$ cat config.mk
export PLATFORM = sky130hd
export DESIGN_NAME = fetch_unit
export DESIGN_NICKNAME = d
export VERILOG_FILES = /design/src/rtl/fetch_unit.sv
export SDC_FILE = /design/constraint.sdc
export NUM_CORES = 1
export LEC_CHECK = 0
export ABC_AREA = 1
export BUFFER_PORTS_ARGS = -buffer_cell sky130_fd_sc_hd__buf_2
export CORE_ASPECT_RATIO = 1.5
export CORE_MARGIN = 2
export CORE_UTILIZATION = 30
export DETAILED_ROUTE_END_ITERATION = 10
export SLEW_MARGIN = 20
export SYNTH_ARGS = -nofsm -noshare
export SYNTH_HDL_FRONTEND = slang
export SYNTH_SLANG_ARGS = --single-unit
$ cat constraint.sdc
create_clock -name CLK -period 4.6 [get_ports CLK]
set_clock_uncertainty 0.2 [all_clocks]
set_input_delay 0 -clock CLK [delete_from_list [all_inputs] [get_ports CLK]]
set_output_delay 0 -clock CLK [all_outputs]
set_load 0.05 [all_outputs]
$ cat src/rtl/fetch_unit.sv
// LEGv8 instruction fetch front end: owns the fetch PC, keeps one imem read in
// flight, and buffers returned instructions for decode in a small FIFO.
module fetch_unit #(
  parameter int ADDR_W     = 64,
  parameter int INSTR_W    = 32,
  parameter int FIFO_DEPTH = 2
) (
  input  logic               CLK,
  input  logic               Reset_L,
  input  logic [ADDR_W-1:0]  StartPC,
  input  logic               Redirect,
  input  logic [ADDR_W-1:0]  RedirectPC,
  output logic               ImemReqValid,
  output logic [ADDR_W-1:0]  ImemReqAddr,
  input  logic               ImemReqReady,
  input  logic               ImemRespValid,
  input  logic [INSTR_W-1:0] ImemRespData,
  output logic               InstrValid,
  output logic [INSTR_W-1:0] Instr,
  output logic [ADDR_W-1:0]  InstrPC,
  input  logic               InstrReady
);

  localparam int PTR_W = $clog2(FIFO_DEPTH);
  localparam int CNT_W = PTR_W + 1;
  localparam logic [CNT_W-1:0] DEPTH_C = CNT_W'(FIFO_DEPTH);

  typedef enum logic [1:0] {
    ST_REQ,
    ST_WAIT,
    ST_DROP
  } state_t;

  state_t state;
  state_t next_state;

  logic [ADDR_W-1:0]  fetch_pc;
  logic [ADDR_W-1:0]  req_pc;
  logic [CNT_W-1:0]   count;
  logic [CNT_W-1:0]   count_next;
  logic [PTR_W-1:0]   wr_ptr;
  logic [PTR_W-1:0]   rd_ptr;
  logic [INSTR_W-1:0] data_mem [FIFO_DEPTH];
  logic [ADDR_W-1:0]  pc_mem   [FIFO_DEPTH];
  logic               req_valid;
  logic               req_valid_next;
  logic               instr_valid;
  logic               instr_valid_next;
  logic               accept;
  logic               push;
  logic               pop;

  // A redirect flushes the buffer, so it also cancels any push or pop in that cycle.
  assign accept = req_valid && ImemReqReady;
  assign push   = ImemRespValid && (state == ST_WAIT) && !Redirect;
  assign pop    = (count != '0) && InstrReady && !Redirect;

  always_ff @(posedge CLK) begin
    if (!Reset_L) begin
      state <= ST_REQ;
    end else begin
      state <= next_state;
    end
  end

  always_comb begin
    next_state = state;
    case (state)
      ST_REQ: begin
        if (accept) begin
          next_state = Redirect ? ST_DROP : ST_WAIT;
        end
      end
      ST_WAIT: begin
        if (ImemRespValid) begin
          next_state = ST_REQ;
        end else if (Redirect) begin
          next_state = ST_DROP;
        end
      end
      ST_DROP: begin
        if (ImemRespValid) begin
          next_state = ST_REQ;
        end
      end
      default: next_state = ST_REQ;
    endcase
  end

  // Request valid is registered from the next state and next occupancy, so the
  // credit rule holds without any input-to-output path.
  always_comb begin
    count_next = count;
    if (Redirect) begin
      count_next = '0;
    end else if (push && !pop) begin
      count_next = count + CNT_W'(1);
    end else if (pop && !push) begin
      count_next = count - CNT_W'(1);
    end
    req_valid_next   = (next_state == ST_REQ) && (count_next < DEPTH_C);
    instr_valid_next = (count_next != '0);
  end

  always_ff @(posedge CLK) begin
    if (!Reset_L) begin
      fetch_pc    <= StartPC;
      req_pc      <= '0;
      count       <= '0;
      wr_ptr      <= '0;
      rd_ptr      <= '0;
      req_valid   <= 1'b0;
      instr_valid <= 1'b0;
    end else begin
      if (Redirect) begin
        fetch_pc <= RedirectPC;
      end else if (accept) begin
        fetch_pc <= fetch_pc + ADDR_W'(4);
      end
      if (accept) begin
        req_pc <= fetch_pc;
      end
      if (Redirect) begin
        wr_ptr <= '0;
        rd_ptr <= '0;
      end else begin
        if (push) begin
          wr_ptr <= wr_ptr + PTR_W'(1);
        end
        if (pop) begin
          rd_ptr <= rd_ptr + PTR_W'(1);
        end
      end
      count       <= count_next;
      req_valid   <= req_valid_next;
      instr_valid <= instr_valid_next;
    end
  end

  always_ff @(posedge CLK) begin
    if (!Reset_L) begin
      for (int i = 0; i < FIFO_DEPTH; i++) begin
        data_mem[i] <= '0;
        pc_mem[i]   <= '0;
      end
    end else if (push) begin
      data_mem[wr_ptr] <= ImemRespData;
      pc_mem[wr_ptr]   <= req_pc;
    end
  end

  assign ImemReqValid = req_valid;
  assign ImemReqAddr  = fetch_pc;
  assign InstrValid   = instr_valid;
  assign Instr        = data_mem[rd_ptr];
  assign InstrPC      = pc_mem[rd_ptr];

endmodule

* Yosys cells after proc, flatten, opt, wreduce, memory -nomap -nowiden
Memories as Yosys holds them, arrays and structs flattened. A register that Yosys moved wholly into a read port is not among the register bits. Index checks and enable logic that the tools add are counted.
Operators by class: $lt $le $gt $ge 1, multiply operators 0, muxes and demuxes 26, bitwise operators 1, reduce and logical (&&, ||, !) cells 18, shifts and indexed selects 0, $add $sub $neg 5, div/mod/pow operators 0, equality and inequality tests 3
Operators by type and width (number):
- $mux 64 | 4
- $add 64x3->64 const B | 1
- $reduce_or 64->1 | 1
- $mux 32 | 1
- $reduce_or 32->1 | 1
- $mux 2 | 8
- $mux 1 | 12
- $logic_and 1x1->1 | 8
- $pmux 2 s3 | 1
- $logic_not 2->1 | 2
- $reduce_bool 2->1 | 2
- $logic_not 1->1 | 3
- $ne 3x1->1 const B | 1
- $add 1x1->1 const B | 2
- $add 2x1->2 const B | 1
- $eq 2x1->1 const B | 1
- $eq 2x2->1 const B | 1
- $lt 2x2->1 const B | 1
- $reduce_or 2->1 | 1
- $sub 2x1->2 const B | 1
- $not 1->1 | 1
Word-level totals: bits in writable memories 192, output and inout port bits 162, flip-flop bits (word level) 136, logic and storage cells 64, latch bits 0, memories 2, memory bits (read-only) 0
Memories:
- pc_mem | words 2, width 64, rd ports 1, clocked after memory_dff 1, write ports 2, RTL line 44 | logic [ADDR_W-1:0] pc_mem [FIFO_DEPTH];
- data_mem | words 2, width 32, rd ports 1, clocked after memory_dff 1, write ports 2, RTL line 43 | logic [INSTR_W-1:0] data_mem [FIFO_DEPTH];

* Logic depth before layout (Yosys ltp)
depth in word-level cells 10, mapped depth 11, depth with buffers taken out 11

* Worst setup path after synthesis
OpenSTA, ideal clock, no wires.
path type register -> register, start point register state[1], end point memory data_mem[0][0] (enable), setup time 0.458 ns, data arrival time 3.139 ns, cell stages (with the launch flop) 8, required time 3.942 ns, setup slack 0.804 ns, buffers on the path 2, path through dfxtp_1 > nor2_2 > nand3_2 > inv_2 > nand3_2 > buf_6 > buf_2 > nand2_1
RTL lines:
- from (decl) | RTL line 34 | state_t state;
- from (signal assigned) | RTL line 62 | state <= next_state;
- to (decl) | RTL line 43

* Final worst setup path
start point register fetch_pc[17] (netlist: ImemReqAddr[17]), end point register fetch_pc[34] (netlist: ImemReqAddr[34]) (data pin)
Between the ends: cells in the longest elaborated chain, start to end 4
RTL lines:
- from (decl) | RTL line 37 | logic [ADDR_W-1:0] fetch_pc;
- from (signal assigned) | RTL line 107 | fetch_pc <= StartPC;
- from (signal assigned) | RTL line 116 | fetch_pc <= RedirectPC;
- from (signal assigned) | RTL line 118 | fetch_pc <= fetch_pc + ADDR_W'(4);
- $add 64x3->64 | RTL line 118
- $mux 64 | RTL line 117 | end else if (accept) begin
- $mux 64 | RTL line 115 | if (Redirect) begin
- $mux 64 | RTL line 106 | if (!Reset_L) begin
No other way between the ends. The select of a mux whose other input is x is not followed. A chain may end at the register's enable or synchronous reset.

==> impl_metrics.csv <==
group,metric,value,unit
synth,syn_nets,1883,
synth,seq_area_frac_synth,57.51,%
clock_network,clock_latency,0.54,ns
drt,drt_wl_total,51970,um
critical_path,reg2reg_from,"ImemReqAddr[17]$_DFFE_PP_",
place,pre_cts_ws,1.989,ns
pwr,ir_worst_vdd,235.1,uV
synth,yosysWarningCount,0,
critical_path,slowest_delay,0.60,ns
synth,synth.most_common_cell,"nand2_1",
global_route,grt_max_degree,85,
critical_path,r2r-end,"ImemReqAddr[34]$_DFFE_PP_",
global_route,grt_pass1_wl,76470,um
clock_network,cts_made_buffers,34,
drt,wire_per_inst,17.99,um
synth,yosys.area.top_type_share,48.32,%
finish,fin_util,40.12,%
critical_path,required,4.68,ns
place,numPlacedInstances,2658,
synth,synth_area_leaders,"edfxtp_1, dfxtp_1, nand2_1",
critical_path,startpoint_type,"register",
sta,slew_headroom,30.97,%
critical_path,crit_cells,10,
finish,fin_nets,2348,
synth,syn_inst,1715,
critical_path,cp_common_cell,"nand2_1",
sta,finalCriticalPeriod,2.908,ns
floorplan,io_pins,328,
drt,ant_nets,0,
synth,synth_edf_count,256,
synth,ys_seq_elements,329,
finish,area_growth,32.61,%
global_route,busiest_layer,"met2",
clock_network,htree_levels,2,
synth,synthTopCellsByCount,"nand2_1, nor2_1, edfxtp_1",
critical_path,critical_path.endpoint,"ImemReqAddr[34]$_DFFE_PP_",
critical_path,cp_max_fo,5,
critical_path,reg2reg_setup_slack,1.69,ns
global_route,grt_usage,18.40,%
critical_path,worstRegToRegCells,10,
sta,worst_pin_slew,1.035,ns
min_path,holdCritPathClass,"in -> reg",
place,gp_congestion,0.9140,
synth,synth_xor_area_share,1.211,%
drt,drc,0,
global_route,grt_use_met2,34.19,%
synth,yosysTopAreaCell,"edfxtp_1",
sta,fin_crit_sh,63.21,%
critical_path,crit_buf_inv,2,
clock_network,cts_tree,"done",
synth,ys_types,32,
synth,synth_top_family_by_area,"simple AND/OR/NAND/NOR gates",
clock_network,clk_pin_slew,0.07,ns
sta,drv_slew,0,
finish,n_antenna_cell,0,
floorplan,die_h,286.0,um
sta,tns,0,ns
drt,drtPass1Iterations,6,
synth,synth_simple_gate_area_share,20.87,%
critical_path,end_kind,"register",
finish,fin_cells,2888,
floorplan,initial_core_util,30.26,%
global_route,grt-ovfl-total,0,
finish,final_layout_size_suffix_gt1_share,24.21,%
pwr,powerDensity,362.2,mW/mm^2
global_route,antenna_found_initial,0,
synth,synthArstFlopShare,0,%
critical_path,cp_slowest_cell,"dlygate4sd3_1",
sta,timing.final.ws_setup,1.692,ns
global_route,grt_pass1_vias,13450,
floorplan,rows,103,
sta,finalSetupViolations,0,
run_status,outcome,"completed",
pwr,total_leakage_power,0.008939,uW
synth,syn_area,0.01591,mm^2
synth,synthAdderAreaFrac,0.1573,%
critical_path,cp_data_arrival_time,2.98,ns
place,place_area,0.01823,mm^2
clock_network,cts-root-buf,"clkbuf_16",
clock_network,clock_sinks,329,
sta,hold_viol,0,
place,hpwl,36960,um
drt,drt_iter0_markers,657,
clock_network,cts_resized,0,
synth,synth_compound_area_share,6.520,%
synth,synthMuxAreaShare,6.795,%
synth,syn_area_per_cell,9.276,um^2
clock_network,clk_path_buf_depth,3,
floorplan,die_x,192.0,um
finish,nFillCells,5229,
sta,fmax,0.3439,GHz
sta,rsz0062_at_grt,"false",
critical_path,cp-startpoint,"ImemReqAddr[17]$_DFFE_PP_",
synth,synth_flop_cell,"edfxtp_1",
global_route,met1_usage,20.45,%
finish,final_cell_area,0.02110,mm^2
global_route,gr-usage-met3,2.405,%
critical_path,cp_top_family,"simple AND/OR/NAND/NOR gates",
flow_run,maxCapViolCount,0,
drt,vias_per_cell,4.642,
place,io_buffers,327,
critical_path,path_class,"reg -> reg",
critical_path,crit_chain,"nand2_1, nor2_1, nand2_1, nor2_8, nand2_2, inv_1, nand2_1, nand3_1, nand3_1, dlygate4sd3_1",
floorplan,dieArea,0.05493,mm^2
floorplan,core_area,0.05258,mm^2
drt,vias,13410,
## routing by layer
metal	vias to the layer above	share of wire (%)
met5	-	0
met4	0	4.7
met3	105	4.7
met2	433	52
met1	6300	39
li1	6568	-
## kinds of logic (layout without fill, tap and decap cells)
group                    Yosys count  in the layout
flip-flops                       329            329
AND/OR/NAND/NOR                  803            803
XOR/XNOR                          22             22
multiplexers                      96             96
buffers and inverters            278            769
AO/OA/AOI/OAI                    185            185
adder cells (fa/ha/maj)            2              2
## flip-flops by register name (all words and copies together) (netlist names), named ones only
register,cells
rd_ptr,1
ImemReqAddr,64
pc_mem,128
state,2
count,2
wr_ptr,1
req_pc,64
ImemReqValid,1
data_mem,64
InstrValid,1
## report_power, final
group          switching, uW  leakage (uW)  internal, uW
Combinational            780       0.00510           380
Clock                   1190      0.000577          1720
Sequential               179       0.00326          3390
Total                   2150       0.00894          5490
## tightest hold or removal path: stages
cell	delay (ns)
buf_2	0.07
nand3_1	0.06
nand2_1	0.05
dlygate4sd3_1	0.53
## what timing repair did
| item | in CTS | in global routing |
|---|---|---|
| buffers inserted | 0 | 0 |
| hold buffers | 168 | 0 |
| hold endpoints to repair | 181 | 0 |
## layout by cell type, fill, tap and decap left out, types with 2 or more instances in the layout
master	synthesis	layout
dlygate4sd3_1	0	168
nand2_2	11	11
nor3_1	2	2
nand3b_1	3	3
mux2_2	96	96
nor2_1	307	307
buf_2	21	326
ha_1	2	2
o21ai_1	2	2
inv_2	5	5
xnor2_1	6	6
nand2_4	1	5
bufinv_16	0	3
o211ai_1	13	13
clkinv_2	0	2
nor2_2	13	12
o21bai_1	30	30
buf_4	1	13
a21oi_1	67	67
clkbuf_16	0	36
dfxtp_1	73	72
clkbuf_1	48	7
xor2_1	16	16
clkinv_8	0	2
clkinvlp_4	0	2
nand3_1	127	127
edfxtp_1	256	256
clkbuf_8	0	6
nand2_1	327	323
nor2_4	3	4
inv_1	193	193
nand4_1	5	5
inv_6	0	2
o21ai_0	72	72
## through the flow
stage	power, uW	hold WS, ns
2_1_floorplan	4270	-0.01409
3_3_place_gp	4644	0.08693
3_5_place_dp	4658	0.09449
4_1_cts	7720	0.07698
5_1_grt	7924	0.1134
6_report	7640	0.1036
## worst min path at each step
| stage | startpoint | end | slack, ns | depth (start not counted) |
|---|---|---|---|---|
| 3_3_place_gp | StartPC[0] | ImemReqAddr[0]$_DFFE_PP_ | 0.09 | 3 |
| 4_1_cts | RedirectPC[1] | ImemReqAddr[1]$_DFFE_PP_ | 0.08 | 4 |
| 5_1_grt | RedirectPC[1] | ImemReqAddr[1]$_DFFE_PP_ | 0.11 | 4 |
| 2_1_floorplan | StartPC[0] | ImemReqAddr[0]$_DFFE_PP_ | -0.01 | 2 |
| 6_report | RedirectPC[1] | ImemReqAddr[1]$_DFFE_PP_ | 0.10 | 4 |
| 3_5_place_dp | StartPC[1] | ImemReqAddr[1]$_DFFE_PP_ | 0.09 | 3 |
## cell type report
cell class	instances	area, um^2	area share [%]
Inverter	198	743.2	3.523
Multi-Input combinational cell	1108	5699	27.02
Sequential cell	329	9153	43.38
Clock buffer	49	1010	4.786
Tap cell	682	853.3	4.045
Clock inverter	13	180.2	0.8540
Timing Repair Buffer	509	3458	16.39
Power figures use the tool's default switching activity.
